`config.mk`:
```
export PLATFORM = sky130hd
export DESIGN_NAME = periph_bus_master
export DESIGN_NICKNAME = d
export VERILOG_FILES = /design/src/rtl/periph_bus_pkg.sv /design/src/rtl/periph_lane_align.sv /design/src/rtl/periph_bus_master.sv
export SDC_FILE = /design/constraint.sdc
export NUM_CORES = 1
export LEC_CHECK = 0
export CAP_MARGIN = 20
export CORE_ASPECT_RATIO = 2
export CORE_MARGIN = 2
export CORE_UTILIZATION = 45
export DETAILED_ROUTE_END_ITERATION = 8
export PLACE_DENSITY = 0.78
export REMOVE_ABC_BUFFERS = 1
export SYNTH_ARGS = -nofsm -noshare
export SYNTH_HDL_FRONTEND = slang
export SYNTH_HIERARCHICAL = 1
export SYNTH_SLANG_ARGS = --single-unit
```
`constraint.sdc`:
```
create_clock -name clk -period 1.93 [get_ports clk]
set_input_delay 0.386 -clock clk [delete_from_list [all_inputs] [get_ports clk]]
set_output_delay 0.386 -clock clk [all_outputs]
set_load 0.03 [all_outputs]
```
`src/rtl/periph_bus_pkg.sv`:
```
// periph_bus_pkg: shared constants for the peripheral bus master.
// funct3 codes, FSM state encoding, timeout counter sizing helper.
package periph_bus_pkg;

    localparam logic [2:0] F3_B  = 3'b000;
    localparam logic [2:0] F3_H  = 3'b001;
    localparam logic [2:0] F3_W  = 3'b010;
    localparam logic [2:0] F3_BU = 3'b100;
    localparam logic [2:0] F3_HU = 3'b101;

    typedef enum logic [1:0] {
        ST_IDLE,
        ST_WRITE,
        ST_READ,
        ST_RESP
    } state_t;

    // Counter only has to reach TIMEOUT_CYCLES-1 before expiry fires.
    function automatic int to_cnt_w(input int cycles);
        return (cycles < 2) ? 1 : $clog2(cycles);
    endfunction

endpackage

```
`src/rtl/periph_lane_align.sv`:
```
// periph_lane_align: RV32I sub-word lane steering (store) and extract/extend (load).
// Ports: st_funct3/st_off/st_wdata -> st_data/st_mask ; ld_funct3/ld_off/ld_data -> ld_result.
module periph_lane_align
    import periph_bus_pkg::*;
(
    input  logic [2:0]  st_funct3,
    input  logic [1:0]  st_off,
    input  logic [31:0] st_wdata,
    output logic [31:0] st_data,
    output logic [3:0]  st_mask,
    input  logic [2:0]  ld_funct3,
    input  logic [1:0]  ld_off,
    input  logic [31:0] ld_data,
    output logic [31:0] ld_result
);

    logic [7:0]  ld_byte;
    logic [15:0] ld_half;

    always_comb begin
        st_data = st_wdata;
        st_mask = 4'b1111;
        case (st_funct3)
            F3_B: begin
                st_data = {4{st_wdata[7:0]}};
                st_mask = 4'b0001 << st_off;
            end
            F3_H: begin
                st_data = {2{st_wdata[15:0]}};
                st_mask = 4'b0011 << {st_off[1], 1'b0};
            end
            default: ;
        endcase
    end

    // Half select uses bit 1 only, so a misaligned half reads its containing half.
    always_comb begin
        ld_byte   = ld_data[{ld_off, 3'b000} +: 8];
        ld_half   = ld_data[{ld_off[1], 4'b0000} +: 16];
        ld_result = ld_data;
        case (ld_funct3)
            F3_B:    ld_result = {{24{ld_byte[7]}}, ld_byte};
            F3_H:    ld_result = {{16{ld_half[15]}}, ld_half};
            F3_BU:   ld_result = {24'h0, ld_byte};
            F3_HU:   ld_result = {16'h0, ld_half};
            default: ;
        endcase
    end

endmodule

```
`src/rtl/periph_bus_master.sv`:
```
// periph_bus_master: single-outstanding CPU load/store initiator for the peripheral bus.
// Ports: req_* (CPU request), resp_* (1-cycle completion), add_w/data_w/wen/wmask<-wready
// (write channel), add_r/ren<-data_r/rvalid (read channel). TIMEOUT_CYCLES=0 disables timeout.
// Optional: define PERIPH_MISALIGN_TRAP_EN to error misaligned half/word accesses.
module periph_bus_master
    import periph_bus_pkg::*;
#(
    parameter int TIMEOUT_CYCLES = 255,
    parameter int ADDR_W         = 32
) (
    input  logic              clk,
    input  logic              rst,
    input  logic              req_valid,
    output logic              req_ready,
    input  logic              req_we,
    input  logic [2:0]        req_funct3,
    input  logic [ADDR_W-1:0] req_addr,
    input  logic [31:0]       req_wdata,
    output logic              resp_valid,
    output logic [31:0]       resp_rdata,
    output logic              resp_err,
    output logic [ADDR_W-1:0] add_w,
    output logic [31:0]       data_w,
    output logic              wen,
    output logic [3:0]        wmask,
    input  logic              wready,
    output logic [ADDR_W-1:0] add_r,
    output logic              ren,
    input  logic [31:0]       data_r,
    input  logic              rvalid
);

    localparam int CNT_W = to_cnt_w(TIMEOUT_CYCLES);
    localparam logic [CNT_W-1:0] CNT_LAST =
        CNT_W'((TIMEOUT_CYCLES > 0) ? TIMEOUT_CYCLES - 1 : 0);
    localparam bit TO_EN = (TIMEOUT_CYCLES > 0);

    state_t           state_q, state_d;
    logic [CNT_W-1:0] cnt_q;
    logic [2:0]       f3_q;
    logic [1:0]       off_q;
    logic             accept, legal, misalign, req_ok, expired;
    logic [31:0]      st_data, ld_result;
    logic [3:0]       st_mask;

    assign accept = (state_q == ST_IDLE) && req_valid;
    assign legal  = req_we ? (req_funct3 inside {F3_B, F3_H, F3_W})
                           : (req_funct3 inside {F3_B, F3_H, F3_W, F3_BU, F3_HU});

`ifdef PERIPH_MISALIGN_TRAP_EN
    assign misalign = ((req_funct3 == F3_H || req_funct3 == F3_HU) && req_addr[0])
                   || ((req_funct3 == F3_W) && (req_addr[1:0] != 2'b00));
`else
    assign misalign = 1'b0;
`endif

    assign req_ok  = legal && !misalign;
    assign expired = TO_EN && (cnt_q == CNT_LAST);

    assign req_ready  = (state_q == ST_IDLE);
    assign wen        = (state_q == ST_WRITE);
    assign ren        = (state_q == ST_READ);
    assign resp_valid = (state_q == ST_RESP);

    periph_lane_align u_align (
        .st_funct3 (req_funct3),
        .st_off    (req_addr[1:0]),
        .st_wdata  (req_wdata),
        .st_data   (st_data),
        .st_mask   (st_mask),
        .ld_funct3 (f3_q),
        .ld_off    (off_q),
        .ld_data   (data_r),
        .ld_result (ld_result)
    );

    always_ff @(posedge clk) begin
        if (rst) state_q <= ST_IDLE;
        else     state_q <= state_d;
    end

    always_comb begin
        state_d = state_q;
        case (state_q)
            ST_IDLE: begin
                if (accept) begin
                    if (!req_ok)     state_d = ST_RESP;
                    else if (req_we) state_d = ST_WRITE;
                    else             state_d = ST_READ;
                end
            end
            ST_WRITE: if (wready || expired) state_d = ST_RESP;
            ST_READ:  if (rvalid || expired) state_d = ST_RESP;
            ST_RESP:  state_d = ST_IDLE;
            default:  state_d = ST_IDLE;
        endcase
    end

    // Completion in the expiry cycle wins, so err is only set when the
    // handshake is absent.
    always_ff @(posedge clk) begin
        if (rst) begin
            cnt_q      <= '0;
            f3_q       <= '0;
            off_q      <= '0;
            add_w      <= '0;
            add_r      <= '0;
            data_w     <= '0;
            wmask      <= '0;
            resp_rdata <= '0;
            resp_err   <= 1'b0;
        end else begin
            case (state_q)
                ST_IDLE: begin
                    if (accept) begin
                        cnt_q      <= '0;
                        f3_q       <= req_funct3;
                        off_q      <= req_addr[1:0];
                        resp_rdata <= '0;
                        resp_err   <= !req_ok;
                        if (req_ok && req_we) begin
                            add_w  <= {req_addr[ADDR_W-1:2], 2'b00};
                            data_w <= st_data;
                            wmask  <= st_mask;
                        end
                        if (req_ok && !req_we) begin
                            add_r <= {req_addr[ADDR_W-1:2], 2'b00};
                        end
                    end
                end
                ST_WRITE: begin
                    cnt_q <= cnt_q + 1'b1;
                    if (!wready && expired) resp_err <= 1'b1;
                end
                ST_READ: begin
                    cnt_q <= cnt_q + 1'b1;
                    if (rvalid)       resp_rdata <= ld_result;
                    else if (expired) resp_err   <= 1'b1;
                end
                ST_RESP: begin
                    resp_rdata <= '0;
                    resp_err   <= 1'b0;
                end
                default: ;
            endcase
        end
    end

endmodule
```
==> impl_metrics.tcl, run 1 <==
set metrics [dict create \
    ys_seq_area_frac 0.4223 \
    hold_violations 0 \
    crit_chain "clkdlybuf4s50_1" \
    synth_xor_area_frac 0.005132 \
    cts_buffers 17 \
    criticalPathCategory "reg -> out" \
    ant_nets 0 \
    dp_hpwl_um 15590 \
    reg2reg_from "state_q[0]$_SDFFE_PP0P_" \
    synth_top_area_share 0.4223 \
    ir_worst_vdd_v 0.0008853 \
    synth.avg_cell_area_um2 7.929 \
    path_clk_slew_ns 0.06 \
    final_max_slew_viol_count 0 \
    drive_gt1_frac 0.1264 \
    top_usage_layer "met2" \
    status "finished clean" \
    grt_pass1_wl_um 33640 \
    final_cell_mix "252 x nand2_1, 232 x clkdlybuf4s50_1, 162 x a21oi_1, 144 x dfxtp_1, 42 x nand3_1" \
    whs_endpoint "cnt_q[2]$_SDFFE_PP0P_" \
    hold_start "rst" \
    seq_area_um2 2883 \
    vias_per_cell 5.354 \
    synth_fa_ha_area_frac 0.01100 \
    die_height_um 178.2 \
    cp.required_ns 1.54 \
    ff2ff_path_depth 7 \
    synth_area_leaders "dfxtp_1 42%, nand2_1 14%, a21oi_1 12%" \
    p_per_area_nw_per_um2 1086 \
    layout.nets 1207 \
    cp-end-kind "output pin" \
    drtIter0Drc 271 \
    synth-simple-area-share 0.2333 \
    ys_warn_count 6 \
    start_util 0.4607 \
    fillCellCount 1223 \
    synth_edf_count 0 \
    synth_top_family_by_area "simple AND/OR/NAND/NOR gates" \
    clk_latency_ns 0.42 \
    tritoncts "yes" \
    path_max_fanout 2 \
    vias 6976 \
    clock-root-buffer "clkbuf_16" \
    arrival_ns 1.48 \
    startpoint_type "register" \
    wire_per_inst_um 16.39 \
    antenna-diode-count 0 \
    core_area_um2 14820 \
    worst_hold_path.num_cells 2 \
    rsz0062_at_grt "no" \
    path_delay_family "buffers and inverters" \
    async_reset_ff_frac 0 \
    finalSetupViolations 0 \
    fin_crit_sh 0.9687 \
    area_growth_pct 48.79 \
    fin_crit_ns 1.870 \
    antenna_found_initial 0 \
    rr_endpoint "resp_rdata[14]$_SDFFE_PP0P_" \
    cts_max_path_buffers 2 \
    final_common_cell "nand2_1" \
    met3_usage 0.06886 \
    hold_buffers 0 \
    io_pins 242 \
    grt_pass1_vias 6934 \
    cts.sinks 144 \
    grt-ovfl-total 0 \
    whs_ns 0.3719 \
    regToRegSetupSlack_ns 0.23 \
    netlist_instances 861 \
    io_buffers 237 \
    totalWireLength_um 21350 \
    die_x_um 91.09 \
    track_usage 0.2599 \
    critPathBufInv 1 \
    leakagePower_nw 3.648 \
    yosysTopAreaCell "dfxtp_1" \
    synth.distinct_cells 53 \
    synth-compound-area-share 0.2016 \
    route.detailed.drc 0 \
    slowest_delay_ns 0.72 \
    met1_usage 0.2434 \
    multi_input_area_um2 3430 \
    finalClockSkew_ns 0.009634 \
    ys_ff_latch 144 \
    p_total_w 0.01103 \
    hold_class "in -> reg" \
    htreeDepth 4 \
    maxCapViolations 0 \
    crit_slowest_cell "clkdlybuf4s50_1" \
    cts_resized 3 \
    gp_congestion 0.8335 \
    max_freq_mhz 534.9 \
    syn_area_um2 6827 \
    dieArea_um2 16230 \
    grt_max_degree 60 \
    synthMuxAreaShare 0.04875 \
    post_cts_buffers 0 \
    num_rows 63 \
    met2_usage 0.5025 \
    dr.pass1.iters 5 \
    synth_ff_type "dfxtp_1" \
]
[cell families after synthesis]
logic type                 Yosys count
and+or+nand+nor                    360
AOI/OAI and AO/OA                  226
DFF                                144
buffers and inverters               90
muxes                               30
adders and majority gates            6
xor gates and xnor gates             4
other                                1
[final cells by class]
class / count / area share
Clock inverter: 9 / 0.01072
Clock buffer: 22 / 0.04669
Inverter: 14 / 0.005174
Sequential cell: 144 / 0.2838
Timing Repair Buffer: 289 / 0.2919
Tap cell: 195 / 0.02402
Multi-Input combinational cell: 630 / 0.3376
[power breakdown]
| part | leakage, nW | switching [W] | total (W) | internal (W) |
|---|---|---|---|---|
| clock network | 0.274 | 0.00125 | 0.00325 | 0.00200 |
| logic | 2.21 | 0.00256 | 0.00435 | 0.00179 |
| registers | 1.17 | 0.000184 | 0.00343 | 0.00325 |
| total | 3.65 | 0.00400 | 0.0110 | 0.00703 |
[how the worst max path moves through the flow]
stage	endpoint	depth (start not counted)	startpoint	slack [ns]
after floorplan	add_w[10]$_SDFFE_PP0P_	5	state_q[0]$_SDFFE_PP0P_	-1.18
after global placement	data_w[3]$_SDFFE_PP0P_	7	req_funct3[0]	-0.08
after detailed placement	data_w[1]$_SDFFE_PP0P_	7	req_funct3[0]	-0.08
after CTS	resp_rdata[27]	1	resp_rdata[27]$_SDFFE_PP0P_	0.03
after global routing	data_w[30]	1	data_w[30]$_SDFFE_PP0P_	0.01
final	data_w[30]	1	data_w[30]$_SDFFE_PP0P_	0.06
[cells in the mapped netlist, types with 4 or more instances]
master and number:
nor3_1 5, a211oi_1 4, mux2_2 18, buf_4 18, buf_6 13, nor2b_1 7, and2b_1 6, o211ai_2 4
a22oi_1 19, buf_1 5, nand2b_1 5, ha_1 6, buf_2 20, nor2_1 18, clkbuf_1 20, a221oi_2 7
inv_1 13, nand2_1 252, dfxtp_1 144, mux2i_1 10, nand2_2 6, nand4_1 5, nand3_1 42, o21ai_0 10
a21oi_1 162, o211ai_1 5
[stage by stage]
stage                     std cells  setup slack [ns]  instance area [µm²]  setup TNS (ns)  utilization
after global routing           1303           0.01096                10160               0       0.6854
after floorplan                 788            -1.175                 6362         -106.51            -
after detailed placement       1272          -0.07853                 9574          -5.526       0.6461
final                          1303           0.06039                10160               0       0.6854
after global placement         1272          -0.08445                 9574          -5.830       0.6461
after CTS                      1303           0.02914                10160               0       0.6854
[layer usage]
metal	vias to the layer above	wire, µm
met3	76	1460
met5	-	0
met4	0	1001
li1	3377	-
met1	3235	7346
met2	288	11540
[state kept, by name, summed over array words and instances, names as in the netlist]
| name | flops |
|---|---|
| wmask | 4 |
| f3_q | 3 |
| state_q | 2 |
| cnt_q | 8 |
| data_w | 32 |
| add_r | 30 |
| off_q | 2 |
| resp_rdata | 32 |
| add_w | 30 |
| resp_err | 1 |
No activity file was read; power rests on OpenSTA's default activity.
==> run 2, diff against run 1 <==
--- a/config.mk
+++ b/config.mk
@@ -5,12 +5,13 @@
 export SDC_FILE = /design/constraint.sdc
 export NUM_CORES = 1
 export LEC_CHECK = 0
-export CAP_MARGIN = 20
+export CAP_MARGIN = 15
 export CORE_ASPECT_RATIO = 2
 export CORE_MARGIN = 2
-export CORE_UTILIZATION = 45
+export CORE_UTILIZATION = 60
 export DETAILED_ROUTE_END_ITERATION = 8
-export PLACE_DENSITY = 0.78
+export DONT_BUFFER_PORTS = 1
+export PLACE_DENSITY = 0.74
 export REMOVE_ABC_BUFFERS = 1
 export SYNTH_ARGS = -nofsm -noshare
 export SYNTH_HDL_FRONTEND = slang
==> run 2 against run 1 <==
Effect of this change: wire length is 16% lower; sequential share of layout area grew 11 points; fmax is 0.37% higher; critical path depth grew 2; global-route usage increased by 2.0 points; via count is 14% lower; combinational power down 34%; die area fell by 24%; hold slack worse by 0.33 ns; final cell count is 24% lower; largest power group is now sequential cells.
==> impl_metrics.tcl, run 2 (same netlist as run 1, synthesis figures left out) <==
set metrics [dict create \
    tritoncts "yes" \
    cts.sinks 144 \
    io_pins 242 \
    antenna_found_initial 0 \
    criticalPathCategory "reg -> out" \
    rsz0062_at_grt "no" \
    area_growth_pct 7.955 \
    layout.nets 941 \
    clock-root-buffer "clkbuf_16" \
    place_ws_ns 0.1674 \
    arrival_ns 1.48 \
    leakagePower_nw 2.588 \
    cts_buffers 17 \
    vias_per_cell 6.068 \
    cts_max_path_buffers 2 \
    start_util 0.6086 \
    track_usage 0.2799 \
    wire_per_inst_um 18.19 \
    clk_latency_ns 0.41 \
    route.detailed.drc 0 \
    status "finished clean" \
    cp-end-kind "output pin" \
    dieArea_um2 12300 \
    drtIter0Drc 320 \
    die_height_um 154.9 \
    dp_hpwl_um 12570 \
    hold_violations 0 \
    dr.pass1.iters 5 \
    finalClockSkew_ns 0.01035 \
    fin_ws_ns 0.06726 \
    maxCapViolations 0 \
    htreeDepth 4 \
    antenna-diode-count 0 \
    ant_nets 0 \
    die_x_um 79.43 \
    hold_class "in -> reg" \
    core_area_um2 11220 \
    cp.required_ns 1.54 \
    grt_max_degree 142 \
    final_max_slew_viol_count 0 \
    whs_ns 0.03839 \
    drive_gt1_frac 0.1317 \
    ir_worst_vdd_v 0.001021 \
    vias 5977 \
    finalSetupViolations 0 \
    final_util 0.6570 \
    worst_pin_slew_ns 0.4593 \
    final_cell_mix "252 x nand2_1, 162 x a21oi_1, 142 x dfxtp_1, 42 x nand3_1, 19 x a22oi_1" \
    hold_buffers 0 \
    maxSlewHeadroom 0.6850 \
    gp_congestion 0.8926 \
    fin_crit_sh 0.9652 \
    p_total_w 0.01001 \
    fin_crit_ns 1.863 \
    grt-ovfl-total 0 \
    max_freq_mhz 536.8 \
    final_common_cell "nand2_1" \
    path_max_fanout 33 \
    grt_pass1_vias 5860 \
    grt_pass1_wl_um 27520 \
    reg_top3 "data_w x32, resp_rdata x32" \
    p_per_area_nw_per_um2 1358 \
    path_clk_slew_ns 0.07 \
    num_rows 55 \
    startpoint_type "register" \
    totalWireLength_um 17920 \
    io_buffers 0 \
]
## run 2: changes by cell type in the layout (fill, tap and decap cells not counted), moves of 2 or more
cell             before  now
dfxtp_2               0    2
dfxtp_1             144  142
buf_12               17    6
buf_4                38   17
clkinv_2              2    0
inv_6                 0    5
clkinv_4              1    3
dlygate4sd2_1         2    0
clkdlybuf4s50_1     232    0
## run 2: where the power goes
part	internal [W]	switching [W]
clock network	0.00187	0.00133
logic	0.00106	0.00183
registers	0.00325	0.000666
total	0.00618	0.00383
## run 2: worst max-delay path, cell delays in order, from the launching register on
cell and delay [ns]:
dfxtp_2 0.34, inv_1 0.09, ha_1 0.23, buf_4 0.41
## run 2: routing by layer
metal	vias up	routed length, µm	global-route usage
met5	-	0	0
li1	2843	-	-
met1	2745	5883	0.2656
met4	0	717	0.1609
met2	326	9413	0.5006
met3	63	1904	0.1038
## run 2: area by class of cell
class / count / area [µm²]
Clock inverter: 12 / 122.6
Clock buffer: 20 / 456.7
Inverter: 14 / 52.55
Multi-Input combinational cell: 630 / 3427
Timing Repair Buffer: 23 / 247.7
Sequential cell: 144 / 2885
Tap cell: 142 / 177.7
Fill cell: 950 / 3847
## run 2: timing repair
action,4_1_cts,5_1_grt
setup endpoints to repair,0,4
buffers inserted,0,0
gates resized for setup,0,2
## run 2: through the flow
step           area, µm²  cells  TNS (ns)
2_1_floorplan       6362    788   -106.51
3_3_place_gp        6788    953         0
3_5_place_dp        6788    953         0
4_1_cts             7367    985         0
5_1_grt             7370    985         0
6_report            7370    985         0
## run 2: path summary, 6_finish.rpt
check,from,endpoint,slack [ns],cells after the start
setup / recovery,state_q[0]$_SDFFE_PP0P_,ren,0.07,3
hold / removal,rst,data_w[16]$_SDFFE_PP0P_,0.04,1
setup reg to reg,state_q[0]$_SDFFE_PP0P_,resp_rdata[28]$_SDFFE_PP0P_,0.15,7
hold reg to reg,cnt_q[0]$_SDFFE_PP0P_,cnt_q[0]$_SDFFE_PP0P_,0.51,2
